--- src/rtl/inst_queue_if.sv ---
// Fetch-to-dispatch bundle for the 2-wide instruction queue.
// The slave side is the queue; the master side is the fetch/dispatch environment.
interface inst_queue_if #(
  parameter int unsigned DATA_W = 32,
  parameter int unsigned DEPTH  = 8,
  parameter int unsigned ADDR_W = 4
);
  localparam int unsigned CNT_W = $clog2(DEPTH) + 1;

  logic              flush;
  logic              in_valid;
  logic              in_valid1;
  logic [ADDR_W-1:0] in_pc;
  logic [DATA_W-1:0] in_inst0;
  logic [DATA_W-1:0] in_inst1;
  logic [1:0]        deq_num;
  logic              out_valid0;
  logic              out_valid1;
  logic [DATA_W-1:0] out_inst0;
  logic [DATA_W-1:0] out_inst1;
  logic [ADDR_W-1:0] out_pc0;
  logic [ADDR_W-1:0] out_pc1;
  logic              iq_full;
  logic              iq_empty;
  logic [CNT_W-1:0]  count;

  modport master (
    output flush, in_valid, in_valid1, in_pc, in_inst0, in_inst1, deq_num,
    input  out_valid0, out_valid1, out_inst0, out_inst1, out_pc0, out_pc1,
           iq_full, iq_empty, count
  );

  modport slave (
    input  flush, in_valid, in_valid1, in_pc, in_inst0, in_inst1, deq_num,
    output out_valid0, out_valid1, out_inst0, out_inst1, out_pc0, out_pc1,
           iq_full, iq_empty, count
  );
endinterface

--- src/rtl/inst_queue.sv ---
// 2-wide in-order instruction queue between fetch and dispatch.
// Full/empty come from the registered count, so a same-cycle pop never unblocks a push.
module inst_queue #(
  parameter int unsigned DATA_W = 32,
  parameter int unsigned DEPTH  = 8,
  parameter int unsigned ADDR_W = 4
) (
  input logic         clk,
  input logic         rst,
  inst_queue_if.slave q
);
  localparam int unsigned PTR_W = $clog2(DEPTH);
  localparam int unsigned CNT_W = PTR_W + 1;

  logic [DATA_W-1:0] inst_mem [DEPTH];
  logic [ADDR_W-1:0] pc_mem   [DEPTH];

  logic [PTR_W-1:0] head;
  logic [PTR_W-1:0] tail;
  logic [CNT_W-1:0] cnt;

  logic             full;
  logic             empty;
  logic             push_ok;
  logic [1:0]       pushed;
  logic [1:0]       deq_eff;
  logic [1:0]       popped;
  logic [PTR_W-1:0] head1;
  logic [PTR_W-1:0] tail1;

  always_comb begin
    full    = cnt >= CNT_W'(DEPTH - 1);
    empty   = cnt == '0;
    push_ok = q.in_valid && !full && !q.flush;
    pushed  = '0;
    if (push_ok)
      pushed = q.in_valid1 ? 2'd2 : 2'd1;
    deq_eff = (q.deq_num == 2'd3) ? 2'd2 : q.deq_num;
    // Pops are bounded by the pre-push count: same-cycle pushes are not visible yet.
    popped  = deq_eff;
    if (CNT_W'(deq_eff) > cnt)
      popped = cnt[1:0];
    head1   = head + PTR_W'(1);
    tail1   = tail + PTR_W'(1);
  end

  always_ff @(posedge clk or negedge rst) begin
    if (!rst) begin
      head <= '0;
      tail <= '0;
      cnt  <= '0;
    end else if (q.flush) begin
      head <= '0;
      tail <= '0;
      cnt  <= '0;
    end else begin
      head <= head + PTR_W'(popped);
      tail <= tail + PTR_W'(pushed);
      cnt  <= cnt + CNT_W'(pushed) - CNT_W'(popped);
    end
  end

  always_ff @(posedge clk) begin
    if (push_ok) begin
      inst_mem[tail] <= q.in_inst0;
      pc_mem[tail]   <= q.in_pc;
      if (q.in_valid1) begin
        inst_mem[tail1] <= q.in_inst1;
        pc_mem[tail1]   <= q.in_pc + ADDR_W'(4);
      end
    end
  end

  always_comb begin
    q.out_valid0 = cnt >= CNT_W'(1);
    q.out_valid1 = cnt >= CNT_W'(2);
    q.out_inst0  = q.out_valid0 ? inst_mem[head]  : '0;
    q.out_pc0    = q.out_valid0 ? pc_mem[head]    : '0;
    q.out_inst1  = q.out_valid1 ? inst_mem[head1] : '0;
    q.out_pc1    = q.out_valid1 ? pc_mem[head1]   : '0;
    q.iq_full    = full;
    q.iq_empty   = empty;
    q.count      = cnt;
  end
endmodule
--- src/flat_wrapper.sv ---
// flat-port wrapper written by rule: the top's interface ports become plain ports
module inst_queue_flat 
#(
  parameter int unsigned DATA_W = 32,
  parameter int unsigned DEPTH  = 8,
  parameter int unsigned ADDR_W = 4
)
  (clk, rst, q_flush, q_in_valid, q_in_valid1, q_in_pc, q_in_inst0, q_in_inst1, q_deq_num, q_out_valid0, q_out_valid1, q_out_inst0, q_out_inst1, q_out_pc0, q_out_pc1, q_iq_full, q_iq_empty, q_count);
  inst_queue_if #(.DATA_W(DATA_W), .DEPTH(DEPTH), .ADDR_W(ADDR_W)) q_i ();
  input logic clk;
  input logic rst;
  input wire logic [$bits(q_i.flush)-1:0] q_flush;
  input wire logic [$bits(q_i.in_valid)-1:0] q_in_valid;
  input wire logic [$bits(q_i.in_valid1)-1:0] q_in_valid1;
  input wire logic [$bits(q_i.in_pc)-1:0] q_in_pc;
  input wire logic [$bits(q_i.in_inst0)-1:0] q_in_inst0;
  input wire logic [$bits(q_i.in_inst1)-1:0] q_in_inst1;
  input wire logic [$bits(q_i.deq_num)-1:0] q_deq_num;
  output wire logic [$bits(q_i.out_valid0)-1:0] q_out_valid0;
  output wire logic [$bits(q_i.out_valid1)-1:0] q_out_valid1;
  output wire logic [$bits(q_i.out_inst0)-1:0] q_out_inst0;
  output wire logic [$bits(q_i.out_inst1)-1:0] q_out_inst1;
  output wire logic [$bits(q_i.out_pc0)-1:0] q_out_pc0;
  output wire logic [$bits(q_i.out_pc1)-1:0] q_out_pc1;
  output wire logic [$bits(q_i.iq_full)-1:0] q_iq_full;
  output wire logic [$bits(q_i.iq_empty)-1:0] q_iq_empty;
  output wire logic [$bits(q_i.count)-1:0] q_count;
  assign q_i.flush = q_flush;
  assign q_i.in_valid = q_in_valid;
  assign q_i.in_valid1 = q_in_valid1;
  assign q_i.in_pc = q_in_pc;
  assign q_i.in_inst0 = q_in_inst0;
  assign q_i.in_inst1 = q_in_inst1;
  assign q_i.deq_num = q_deq_num;
  assign q_out_valid0 = q_i.out_valid0;
  assign q_out_valid1 = q_i.out_valid1;
  assign q_out_inst0 = q_i.out_inst0;
  assign q_out_inst1 = q_i.out_inst1;
  assign q_out_pc0 = q_i.out_pc0;
  assign q_out_pc1 = q_i.out_pc1;
  assign q_iq_full = q_i.iq_full;
  assign q_iq_empty = q_i.iq_empty;
  assign q_count = q_i.count;
  inst_queue #(.DATA_W(DATA_W), .DEPTH(DEPTH), .ADDR_W(ADDR_W)) u_core (.clk(clk), .rst(rst), .q(q_i));
endmodule
--- config.mk ---
export PLATFORM = sky130hd
export DESIGN_NAME = inst_queue_flat
export DESIGN_NICKNAME = d
export VERILOG_FILES = /design/src/rtl/inst_queue_if.sv /design/src/rtl/inst_queue.sv /design/src/flat_wrapper.sv
export SDC_FILE = /design/constraint.sdc
export NUM_CORES = 1
export LEC_CHECK = 0
export BUFFER_PORTS_ARGS = -buffer_cell sky130_fd_sc_hd__buf_2
export CORE_ASPECT_RATIO = 1.1
export CORE_MARGIN = 3
export CORE_UTILIZATION = 59
export DETAILED_ROUTE_END_ITERATION = 8
export GPL_TIMING_DRIVEN = 1
export PLACE_DENSITY = 0.79
export SYNTH_ARGS = -nofsm -noshare
export SYNTH_HDL_FRONTEND = slang
export SYNTH_SLANG_ARGS = --single-unit
--- constraint.sdc ---
create_clock -name clk -period 6.4 [get_ports clk]
set_clock_uncertainty 0.2 [all_clocks]
set_input_delay 0 -clock clk [delete_from_list [all_inputs] [get_ports clk]]
set_output_delay 0 -clock clk [all_outputs]
set_load 0.01 [all_outputs]
# Word-level counts from Yosys, hierarchy flattened

Memories as Yosys holds them, arrays and structs flattened.
Index checks and enable logic that the tools add are counted.
W data, S select, Z words.

Flip-flop bits (word level): 10
RAM bits: 288
Input bits: 75
Output and inout port bits: 80
Word-level logic and storage cells: 38
Memories kept: 2

Add/sub/neg operators: 7
Magnitude comparators: 4
Eq/ne operators: 1
Mux-type cells: 16
Reductions and logical operators: 5

Memory list:

| memory          | depth | bits a word | read ports | clocked after Yosys merged registers in | write ports | RTL line         | RTL |
|---|---|---|---|---|---|---|---|
| u_core.inst_mem | 8     | 32          | 2          | 0                                       | 2           | inst_queue.sv:15 | `logic [DATA_W-1:0] inst_mem [DEPTH];` |
| u_core.pc_mem   | 8     | 4           | 2          | 0                                       | 2           | inst_queue.sv:16 | `logic [ADDR_W-1:0] pc_mem [DEPTH];` |

Operator list:

| operator              | number |
|---|---|
| $mux W32              | 2 |
| $mux W4               | 3 |
| $mux W2               | 4 |
| $add A3 B1 Y3 const B | 2 |
| $add A3 B2 Y3         | 2 |
| $mux W3               | 2 |
| $mux W1               | 5 |
| $add A4 B2 Y4         | 1 |
| $add A4 B3 Y4 const B | 1 |
| $ge A4 B1 Y1 const B  | 1 |
| $ge A4 B2 Y1 const B  | 1 |
| $ge A4 B3 Y1 const B  | 1 |
| $gt A2 B4 Y1          | 1 |
| $logic_not A4 Y1      | 1 |
| $sub A4 B2 Y4         | 1 |
| $eq A2 B2 Y1 const B  | 1 |
| $logic_and A1 B1 Y1   | 2 |
| $logic_not A1 Y1      | 2 |

# Depth between registers and ports, before layout

Depth after elaboration: 8
Gate-level depth with buffers: 12
Gate-level depth less buffers: 11

# Worst setup path after synthesis

OpenSTA, ideal clock, no wires.

Path kind: register to register
Start point: register u_core.cnt[3], in the netlist u_core.q.count[3]
End point: memory u_core.inst_mem[7][0], enable pin
Arrival: 3.481 ns
Slack: 2.278 ns
Cell stages (with the launch flop): 8
Clock period less this slack: 4.122 ns
Cell sequence: dfrtp_1 -> inv_1 -> ha_1 -> nand3_1 -> clkbuf_1 -> clkbuf_1 -> nand2_1 -> a21oi_1

RTL lines:

| what                   | RTL line         | RTL |
|---|---|---|
| from (decl)            | inst_queue.sv:20 | `logic [CNT_W-1:0] cnt;` |
| from (signal assigned) | inst_queue.sv:59 | `cnt <= cnt + CNT_W'(pushed) - CNT_W'(popped);` |
| to (decl)              | inst_queue.sv:15 |  |

==> impl_metrics.yaml <==
cts:
  root_buffer: "clkbuf_16"
  tritoncts: "yes"
  ctsResizeCount: 0
  cts_setup_buffers: 0
  cts.hold.buffers_added: 107
  cts.clk_slew.worst_paths_ps: 60
  clock-sinks: 298
  htreeDepth: 2
  clock_latency_ps: 510
  cts_buffers: 34
  clk_path_buf_depth: 3
route:
  vias: 11000
  dr.pass1.iters: 8
  vias_per_cell: 6.800
  routed_wl_um: 45650
  ant_nets: 0
  drc: 0
  drt_iter0_markers: 1198
  routedWlPerCell_um: 28.22
final_layout:
  fin_nets: 1321
  drive_gt1_frac: 0.5140
  area_growth_pct: 19.50
  fin_cells: 1618
  n_fill_cell: 1779
synthesis:
  yosys.area.top_type_share: 0.5066
  synth_edf_count: 288
  ys_types: 43
  synth_area_leaders: "edfxtp_1 51%, mux4_2 19%, mux2_2 17%, a22o_1 3.7%, buf_2 1.5%"
  syn-cell-area_um2: 17070
  post-synth-top-count-cell: "edfxtp_1"
  synthesis.instances: 988
  yosys_warnings: 0
  synthTopCellsByCount: "288 x edfxtp_1, 255 x mux2_2, 144 x mux4_2"
  ys_seq_area_frac: 0.5213
  syn_nets: 1080
  synth-async-reset-ratio: 0.03356
  synth_flop_cell: "edfxtp_1"
  ys_ff_latch: 298
  synth_top_area_cell: "edfxtp_1"
  avgSynthCellArea_um2: 17.28
placement:
  numPortBuffers: 154
  dp_cells: 1449
  gp_congestion: 0.7927
  dp_hpwl_um: 25290
setup_path:
  path_class: "reg -> reg"
  cpPeakStageDelay_ps: 980
  r2r_cells: 6
  cp-start-kind: "flip-flop"
  worst_setup_path_end_kind: "flip-flop"
  r2r_slack_ps: 2540
  path_depth: 6
  path_cells: "inv_1 -> ha_1 -> nand3_1 -> nand2_1 -> a21oi_4 -> buf_4"
  cp_slowest_cell: "a21oi_4"
  worstReg2RegStart: "u_core.q.count[3]"
  critPathMaxFanout: 21
  crit_path_start: "u_core.q.count[3]"
  r2r_end: "u_core.inst_mem[6][19]"
  cp.arrival_ps: 3850
  crit_buf_inv: 2
  worst-endpoint-required_ps: 6390
  critPathTopFamily: "simple AND/OR/NAND/NOR gates"
global_route:
  globalRouteOverflowTotal: 0
  antenna_found_initial: 2
  grt_pass1_wl_um: 69360
  grt_start_max_net_pins: 57
  grt_util_all_layers: 0.2950
  grt_pass1_vias: 11700
min_path:
  whs_endpoint: "u_core.pc_mem[2][0]"
  hold_path.startpoint: "q_in_pc[0]"
  worst_hold_path.num_cells: 2
  hold_class: "in -> reg"
sta:
  relSlewSlack: 0.3109
  max_freq_mhz: 259.0
  setup_viol: 0
  tightestPinTransition_ps: 1031
  setup_tns_ps: 0
  min_period_ps: 3861
  hold_viol: 0
  rsz0062_at_grt: "false"
  drv_slew: 0
  period_share: 0.6033
  holdWs_ps: 111.2
floorplanning:
  die_area_um2: 31010
  die_x_um: 168.2
  die_y_um: 184.4
  initial_utilization: 0.6056
  core-area_um2: 28190
  rows: 64
  ios: 155
status:
  status: "finished clean"
job:
  maxCapViolCount: 0
power_and_ir_drop:
  p_leak_nw: 7.110
  ir_drop_uv: 416.8
  power_density_nw_per_um2: 366.4
-- where the power goes --
| part | switching (mW) | leakage (nW) | internal [mW] |
|---|---|---|---|
| Clock | 0.758 | 0.520 | 1.12 |
| Sequential | 0.137 | 2.73 | 2.23 |
| Combinational | 1.66 | 3.86 | 1.56 |
-- logic make-up after synthesis --
kind of cell               after synthesis  synth area share
and+or+nand+nor                         66           0.02448
DFF                                    298            0.5213
muxes                                  403            0.3607
AOI/OAI and AO/OA                       87           0.04244
buffers and inverters                   95           0.02514
adders and majority gates               17           0.01422
xor gates and xnor gates                22           0.01173
-- metrics by stage --
step / power [mW] / instance area, um^2 / util / setup slack [ps]
after floorplan: 4.491 / 17070 / - / 2278
after detailed placement: 5.561 / 18250 / 0.6475 / 2604
after global routing: 7.782 / 20400 / 0.7237 / 2321
after global placement: 5.510 / 18250 / 0.6475 / 2726
final: 7.474 / 20400 / 0.7237 / 2539
after CTS: 7.486 / 20390 / 0.7235 / 2565
-- worst max path at each step --
stage                                        end  slack, ps
final                     u_core.inst_mem[6][19]       2540
after global routing      u_core.inst_mem[6][20]       2320
after CTS                 u_core.inst_mem[6][22]       2560
after detailed placement  u_core.inst_mem[6][17]       2600
after global placement    u_core.inst_mem[6][24]       2730
after floorplan            u_core.inst_mem[7][0]       2280
-- sequential cells by signal, indices dropped and copies added (netlist names) --
name / cells
u_core.head: 3
u_core.inst_mem: 256
u_core.q.count: 4
u_core.pc_mem: 32
u_core.tail: 3
-- placed cells by master, fill, tap and decap left out, types with 6 or more instances in the layout --
cell / Yosys / routed
edfxtp_1: 288 / 288
clkbuf_1: 21 / 6
a22o_1: 72 / 72
dlygate4sd3_1: 0 / 107
clkbuf_16: 0 / 37
clkinv_1: 0 / 11
mux2_2: 255 / 255
dfrtp_1: 10 / 8
buf_2: 52 / 154
nor2_1: 12 / 7
xnor2_1: 19 / 19
nor2b_1: 9 / 8
inv_1: 11 / 11
nand2_1: 7 / 7
nand4_1: 14 / 14
ha_1: 13 / 12
buf_4: 2 / 28
mux4_2: 144 / 144
-- worst reg2reg max path: stages, from the launching register on --
cell and delay, ps:
dfrtp_1 460, inv_1 130, ha_1 200, nand3_1 480, nand2_1 640, a21oi_4 980
buf_4 430
-- metal layers --
| metal | wire, um | vias up | global-route usage |
|---|---|---|---|
| met5 | 0 | - | 0 |
| met4 | 973 | 0 | 0.07856 |
| met3 | 3509 | 95 | 0.04483 |
| met2 | 23630 | 558 | 0.5182 |
| met1 | 17540 | 5723 | 0.3903 |
| li1 | - | 4626 | - |
-- layout make-up --
cell class | instances | area [um^2] | share of cell area
Sequential cell | 298 | 8906 | 0.4366
Multi-Input combinational cell | 595 | 7869 | 0.3857
Timing Repair Buffer | 289 | 2052 | 0.1006
Clock buffer | 43 | 948.4 | 0.04649
Tap cell | 363 | 454.2 | 0.02226
Clock inverter | 17 | 123.9 | 0.006072
Inverter | 11 | 41.29 | 0.002024
Antenna cell | 2 | 5.005 | 0.0002453
No activity file was read; power rests on OpenSTA's default activity.
